<file path="src/rtl/affine_sb_mv_gen.sv">
`timescale 1ns/1ps
// Affine sub-block MV generator: walks a CU's sub-blocks in raster order and emits
// rounded, clipped 1/16-pel MVs derived from 4- or 6-parameter control-point MVs.
module affine_sb_mv_gen #(
    parameter int unsigned MV_W     = 16,
    parameter int unsigned OUT_W    = 18,
    parameter int unsigned MAX_LOG2 = 7,
    parameter int unsigned SB_LOG2  = 2
) (
    input  logic                              clk,
    input  logic                              reset,
    input  logic                              start,
    input  logic                              mode_6param,
    input  logic [2:0]                        log2_w,
    input  logic [2:0]                        log2_h,
    input  logic signed [MV_W-1:0]            cpmv0_x,
    input  logic signed [MV_W-1:0]            cpmv0_y,
    input  logic signed [MV_W-1:0]            cpmv1_x,
    input  logic signed [MV_W-1:0]            cpmv1_y,
    input  logic signed [MV_W-1:0]            cpmv2_x,
    input  logic signed [MV_W-1:0]            cpmv2_y,
    input  logic                              out_ready,
    output logic                              out_valid,
    output logic signed [OUT_W-1:0]           out_mv_x,
    output logic signed [OUT_W-1:0]           out_mv_y,
    output logic signed [OUT_W-5:0]           out_mv_x_int,
    output logic signed [OUT_W-5:0]           out_mv_y_int,
    output logic [3:0]                        out_mv_x_frac,
    output logic [3:0]                        out_mv_y_frac,
    output logic [MAX_LOG2-SB_LOG2-1:0]       out_sb_x,
    output logic [MAX_LOG2-SB_LOG2-1:0]       out_sb_y,
    output logic                              out_last,
    output logic                              busy,
    output logic                              done,
    output logic                              err
);

    localparam int unsigned ACC_W = MV_W + MAX_LOG2 + 8;
    localparam int unsigned IDX_W = MAX_LOG2 - SB_LOG2;
    localparam int unsigned INT_W = OUT_W - 4;
    localparam logic [2:0]  LOG2_MIN = 3'd3;
    localparam logic [2:0]  LOG2_MAX = 3'(MAX_LOG2);
    localparam logic [2:0]  PREC     = 3'd7;
    localparam logic signed [ACC_W-1:0] OUT_MAX = ACC_W'((64'sd1 <<< (OUT_W - 1)) - 64'sd1);
    localparam logic signed [ACC_W-1:0] OUT_MIN = -OUT_MAX - ACC_W'(1);

    typedef enum logic [1:0] {
        IDLE  = 2'd0,
        SETUP = 2'd1,
        EMIT  = 2'd2,
        FIN   = 2'd3
    } state_t;

    state_t state;

    logic                    mode_q;
    logic [2:0]              lw_q;
    logic [2:0]              lh_q;
    logic signed [MV_W-1:0]  c0x_q, c0y_q, c1x_q, c1y_q, c2x_q, c2y_q;

    logic signed [ACC_W-1:0] step_h_x, step_h_y, step_v_x, step_v_y;
    logic signed [ACC_W-1:0] row_x, row_y, col_x, col_y;

    logic signed [ACC_W-1:0] c0x_e, c0y_e, c1x_e, c1y_e, c2x_e, c2y_e;
    logic signed [ACC_W-1:0] dh_x, dh_y, dv_x, dv_y;
    logic signed [ACC_W-1:0] init_x, init_y;
    logic [2:0]              sh_w, sh_h;

    logic                    size_ok;
    logic [IDX_W-1:0]        last_x, last_y;
    logic [IDX_W-1:0]        nxt_x, nxt_y;
    logic                    row_end;
    logic                    next_last;

    // Round to nearest (ties away from zero) after dropping 7 fraction bits, then saturate.
    function automatic logic signed [OUT_W-1:0] round_clip(input logic signed [ACC_W-1:0] acc);
        logic signed [ACC_W-1:0] bias;
        logic signed [ACC_W-1:0] sum;
        logic signed [ACC_W-1:0] q;
        bias = acc[ACC_W-1] ? ACC_W'(63) : ACC_W'(64);
        sum  = acc + bias;
        q    = sum >>> 7;
        if (q > OUT_MAX) begin
            return OUT_W'(OUT_MAX);
        end else if (q < OUT_MIN) begin
            return OUT_W'(OUT_MIN);
        end
        return OUT_W'(q);
    endfunction

    always_comb begin
        size_ok = (log2_w >= LOG2_MIN) && (log2_w <= LOG2_MAX) &&
                  (log2_h >= LOG2_MIN) && (log2_h <= LOG2_MAX);
    end

    // Affine deltas and the accumulator start value (centre of sub-block 0,0).
    always_comb begin
        c0x_e  = ACC_W'(c0x_q);
        c0y_e  = ACC_W'(c0y_q);
        c1x_e  = ACC_W'(c1x_q);
        c1y_e  = ACC_W'(c1y_q);
        c2x_e  = ACC_W'(c2x_q);
        c2y_e  = ACC_W'(c2y_q);
        sh_w   = PREC - lw_q;
        sh_h   = PREC - lh_q;
        dh_x   = (c1x_e - c0x_e) <<< sh_w;
        dh_y   = (c1y_e - c0y_e) <<< sh_w;
        dv_x   = -dh_y;
        dv_y   = dh_x;
        if (mode_q) begin
            dv_x = (c2x_e - c0x_e) <<< sh_h;
            dv_y = (c2y_e - c0y_e) <<< sh_h;
        end
        init_x = (c0x_e <<< 7) + (dh_x <<< 1) + (dv_x <<< 1);
        init_y = (c0y_e <<< 7) + (dh_y <<< 1) + (dv_y <<< 1);
    end

    // Raster position bookkeeping.
    always_comb begin
        last_x    = IDX_W'((32'd1 << (32'(lw_q) - SB_LOG2)) - 32'd1);
        last_y    = IDX_W'((32'd1 << (32'(lh_q) - SB_LOG2)) - 32'd1);
        row_end   = (out_sb_x == last_x);
        nxt_x     = out_sb_x + IDX_W'(1);
        nxt_y     = out_sb_y;
        if (row_end) begin
            nxt_x = '0;
            nxt_y = out_sb_y + IDX_W'(1);
        end
        next_last = (nxt_x == last_x) && (nxt_y == last_y);
    end

    always_ff @(posedge clk) begin
        if (reset) begin
            state     <= IDLE;
            out_valid <= 1'b0;
            out_last  <= 1'b0;
            busy      <= 1'b0;
            done      <= 1'b0;
            err       <= 1'b0;
            out_sb_x  <= '0;
            out_sb_y  <= '0;
            mode_q    <= 1'b0;
            lw_q      <= LOG2_MIN;
            lh_q      <= LOG2_MIN;
            c0x_q     <= '0;
            c0y_q     <= '0;
            c1x_q     <= '0;
            c1y_q     <= '0;
            c2x_q     <= '0;
            c2y_q     <= '0;
            step_h_x  <= '0;
            step_h_y  <= '0;
            step_v_x  <= '0;
            step_v_y  <= '0;
            row_x     <= '0;
            row_y     <= '0;
            col_x     <= '0;
            col_y     <= '0;
        end else begin
            err  <= 1'b0;
            done <= 1'b0;
            case (state)
                IDLE: begin
                    if (start) begin
                        if (size_ok) begin
                            mode_q <= mode_6param;
                            lw_q   <= log2_w;
                            lh_q   <= log2_h;
                            c0x_q  <= cpmv0_x;
                            c0y_q  <= cpmv0_y;
                            c1x_q  <= cpmv1_x;
                            c1y_q  <= cpmv1_y;
                            c2x_q  <= cpmv2_x;
                            c2y_q  <= cpmv2_y;
                            busy   <= 1'b1;
                            state  <= SETUP;
                        end else begin
                            err <= 1'b1;
                        end
                    end
                end
                SETUP: begin
                    step_h_x  <= dh_x <<< SB_LOG2;
                    step_h_y  <= dh_y <<< SB_LOG2;
                    step_v_x  <= dv_x <<< SB_LOG2;
                    step_v_y  <= dv_y <<< SB_LOG2;
                    row_x     <= init_x;
                    row_y     <= init_y;
                    col_x     <= init_x;
                    col_y     <= init_y;
                    out_sb_x  <= '0;
                    out_sb_y  <= '0;
                    out_last  <= 1'b0;
                    out_valid <= 1'b1;
                    state     <= EMIT;
                end
                EMIT: begin
                    if (out_ready) begin
                        if (out_last) begin
                            out_valid <= 1'b0;
                            out_last  <= 1'b0;
                            done      <= 1'b1;
                            state     <= FIN;
                        end else begin
                            if (row_end) begin
                                row_x <= row_x + step_v_x;
                                row_y <= row_y + step_v_y;
                                col_x <= row_x + step_v_x;
                                col_y <= row_y + step_v_y;
                            end else begin
                                col_x <= col_x + step_h_x;
                                col_y <= col_y + step_h_y;
                            end
                            out_sb_x <= nxt_x;
                            out_sb_y <= nxt_y;
                            out_last <= next_last;
                        end
                    end
                end
                FIN: begin
                    busy  <= 1'b0;
                    state <= IDLE;
                end
                default: begin
                    state <= IDLE;
                end
            endcase
        end
    end

    // MV outputs follow the column accumulators directly, so they hold while stalled.
    always_comb begin
        out_mv_x      = round_clip(col_x);
        out_mv_y      = round_clip(col_y);
        out_mv_x_int  = INT_W'(out_mv_x >>> 4);
        out_mv_y_int  = INT_W'(out_mv_y >>> 4);
        out_mv_x_frac = out_mv_x[3:0];
        out_mv_y_frac = out_mv_y[3:0];
    end

endmodule

</file>
<file path="config.mk">
export PLATFORM = sky130hd
export DESIGN_NAME = affine_sb_mv_gen
export DESIGN_NICKNAME = d
export VERILOG_FILES = /design/src/rtl/affine_sb_mv_gen.sv
export SDC_FILE = /design/constraint.sdc
export NUM_CORES = 2
export LEC_CHECK = 0
export CORE_UTILIZATION = 65
export CTS_BUF_LIST = sky130_fd_sc_hd__clkbuf_16
export DETAILED_ROUTE_END_ITERATION = 10
export PLACE_DENSITY_LB_ADDON = 0.15
export RECOVER_POWER = 50
export REMOVE_ABC_BUFFERS = 1
export SLEW_MARGIN = 20
export SYNTH_ARGS = -nofsm -noshare
export SYNTH_HDL_FRONTEND = slang
export SYNTH_SLANG_ARGS = --single-unit
</file>
<file path="constraint.sdc">
create_clock -name clk -period 18 [get_ports clk]
set_clock_uncertainty 0.1 [all_clocks]
set_input_delay 3.6 -clock clk [delete_from_list [all_inputs] [get_ports clk]]
set_output_delay 3.6 -clock clk [all_outputs]
set_load 0.01 [all_outputs]
</file>
==> qor.yml <==
clock_tree:
  holdBufCountCts: 0
  cts.path.max_buffers: 3
  cts_resized: 0
  clk_latency_ns: 0.60
  cts-buffers-inserted: 42
  cts.sinks: 342
  clk_pin_slew_ns: 0.05
  cts_setup_buffers: 0
  cts_tree: "done"
  clock-root-buffer: "clkbuf_16"
  cts_max_level: 2
sta:
  max_freq_mhz: 100
  layout_min_cycle_time_ns: 9.97
  grt_setup_unrepaired: "no"
  tightest_slew_ns: 4.18
  setup_violations: 0
  slew_headroom_pct: -179
  final_max_slew_viol_count: 337
  period_share_pct: 55.4
  finalSetupTns_ns: 0
  finalHoldViolations: 0
logic_synthesis:
  synth.distinct_cells: 90
  async_reset_ff_share_pct: 0
  yosysWarnings: 0
  ys_ff_latch: 342
  synth_edf_count: 0
  synthFlopType: "dfxtp_1"
  netlist_instances: 4041
  synth_area_leaders: "dfxtp_1 (22%), ha_1 (11%), a21oi_1 (6.4%)"
  synth_seq_area_share_pct: 22.2
  synth_top_area_share_pct: 22.2
  yosys.area.top_type: "dfxtp_1"
  synth_area_sq_um: 30800
  avgSynthCellArea_sq_um: 7.62
global_route:
  gr-total-overflow: 0
  grt_antenna_before_repair: 1
  grt_pass1_vias: 27900
  grtUsageTotal_pct: 41.0
  grt_pass1_wl_mm: 155
  grt_max_degree: 87
status:
  status: "finished with violations"
  violations: "design-rule violations, max-capacitance violations, max-slew violations"
detailed_routing:
  routed_wirelength_mm: 101
  top_layer_used: "met5"
  met3_length_mm: 11.3
  vias: 30900
  route.detailed.drc: 14
  drtIter0Drc: 3439
  first_pass_iters: 9
  avgViaCountPerCell: 6.54
  wl_met1_mm: 42.3
  wl_met2_mm: 42.6
  wl_per_cell_microns: 21.4
  ant_nets: 0
hold_path:
  hold_path.class: "reg -> reg"
critical_path:
  worst-setup-path-type: "in -> reg"
  end_kind: "register"
  start_kind: "input port"
  crit_fanout: 80
  cpPeakStageDelay_ns: 2.87
  crit_top_cell: "clkbuf_1"
  crit_path_top_delay_cell: "clkbuf_1"
  r2r_slack_ns: 9.61
  path_cells: "clkbuf_1 > clkbuf_1 > nor2_1 > nand3_1 > a21oi_1 > nand4b_1"
  crit_arrival_ns: 10.34
  cp.required_ns: 18.37
layout:
  syn_to_final_growth_pct: 10.7
  multiInputGateArea_sq_um: 22100
  diodes: 0
  seq_area_sq_um: 6850
  final_layout_size_suffix_gt1_share_pct: 4.57
  fin_nets: 4507
  fillers: 3898
placement:
  port_buffers: 193
  hpwl_mm: 75.2
  place_congestion: 1.01
die:
  initial_core_util_pct: 66.0
  rows: 79
  die_y_microns: 220
  ios: 194
  die_x_microns: 220
  fp.coreArea_sq_um: 46700
  die-area_sq_um: 48300
flow_run:
  drv_cap: 5
final cells by class:
cell class / count / share of cell area [%]
Clock buffer: 43 / 3.16
Timing Repair Buffer: 229 / 6.40
Tap cell: 607 / 2.23
Multi-Input combinational cell: 3243 / 64.9
Inverter: 224 / 2.47
Clock inverter: 33 / 0.800
Sequential cell: 342 / 20.1
registers in the layout, indices dropped and copies added, names as in the netlist, 3 cells and up:
register,flops
c2y_q,16
c0x_q,16
c1x_q,16
out_sb_x,5
c1y_q,16
step_v_x,29
step_h_y,24
step_h_x,24
out_sb_y,5
row_y,30
col_y,31
step_v_y,24
c2x_q,16
lh_q,3
c0y_q,16
col_x,30
lw_q,3
row_x,30
cell families after synthesis:
kind of cell / synth area share (%)
flops: 22.2
compound gates: 27.0
buf+inv: 6.11
simple gates: 18.7
mux: 4.69
fa+ha+maj: 14.2
xor+xnor: 7.08
critical path, delay by kind of cell:
kind	cells	cell delay [ns]
buf+inv	2	5.61
simple gates	3	0.90
compound gates	1	0.08
routing by layer:
layer / track usage [%] / vias up
li1: - / 14600
met1: 56.2 / 14400
met2: 61.5 / 1618
met3: 8.21 / 261
met4: 19.3 / 2
met5: 0 / -
cells in the final DEF (no fill, tap or decap), types with 19 or more instances in the layout:
master,Yosys,final
ha_1,267,265
nor4_1,26,26
inv_1,219,228
xnor2_1,162,162
xor2_1,87,87
nand4_1,22,22
nor2b_1,33,33
a211oi_1,101,101
buf_4,38,32
clkbuf_16,0,43
o21ai_0,245,245
mux2_2,23,23
o21bai_1,28,28
nand3_1,99,98
or3_1,32,32
fa_1,51,51
a21oi_1,391,391
o211a_1,25,25
dfxtp_1,342,337
nand2_1,414,411
nand2b_1,39,39
o21a_1,73,73
a21o_1,90,90
o211ai_1,42,42
and3_1,37,37
o31ai_1,19,19
nor3_1,102,101
mux2i_1,105,105
clkdlybuf4s50_1,0,177
nor2_1,374,373
o22ai_1,23,23
and2_1,25,22
a31oi_1,39,39
synthesized netlist by cell type, types with 26 or more instances:
master    instances
clkbuf_1        157
a31oi_1          39
o21a_1           73
or3_1            32
a211oi_1        101
dfxtp_1         342
xnor2_1         162
a21o_1           90
nand2b_1         39
buf_4            38
nor2_1          374
o21ai_0         245
nand3_1          99
fa_1             51
and3_1           37
xor2_1           87
o211ai_1         42
o21bai_1         28
nor3_1          102
mux2i_1         105
ha_1            267
a21oi_1         391
nor4_1           26
inv_1           219
nand2_1         414
nor2b_1          33
stage by stage:
step | hold WS (ns) | util (%) | worst slack [ns] | std cells | instance area (sq um)
after floorplan | 0.330 | - | 8.11 | 3809 | 29800
after global placement | 0.342 | 70.3 | 9.80 | 4645 | 32800
after detailed placement | 0.346 | 70.3 | 9.67 | 4645 | 32800
after CTS | 0.354 | 73.1 | 8.98 | 4721 | 34100
after global routing | 0.372 | 73.1 | 7.83 | 4721 | 34100
final | 0.352 | 73.1 | 8.03 | 4721 | 34100
final timing paths:
path	from	end	cells after the start
worst max-delay path	reset	row_x[30]	6
worst min-delay path	c0x_q[13]	c0x_q[13]	2
worst max register to register	c0y_q[1]	row_x[30]	26
worst min register to register	c0x_q[13]	c0x_q[13]	2
Power is left out: the tool's default activity adds up to more than one toggle a clock period on the data nets, which glitch-free logic cannot reach.
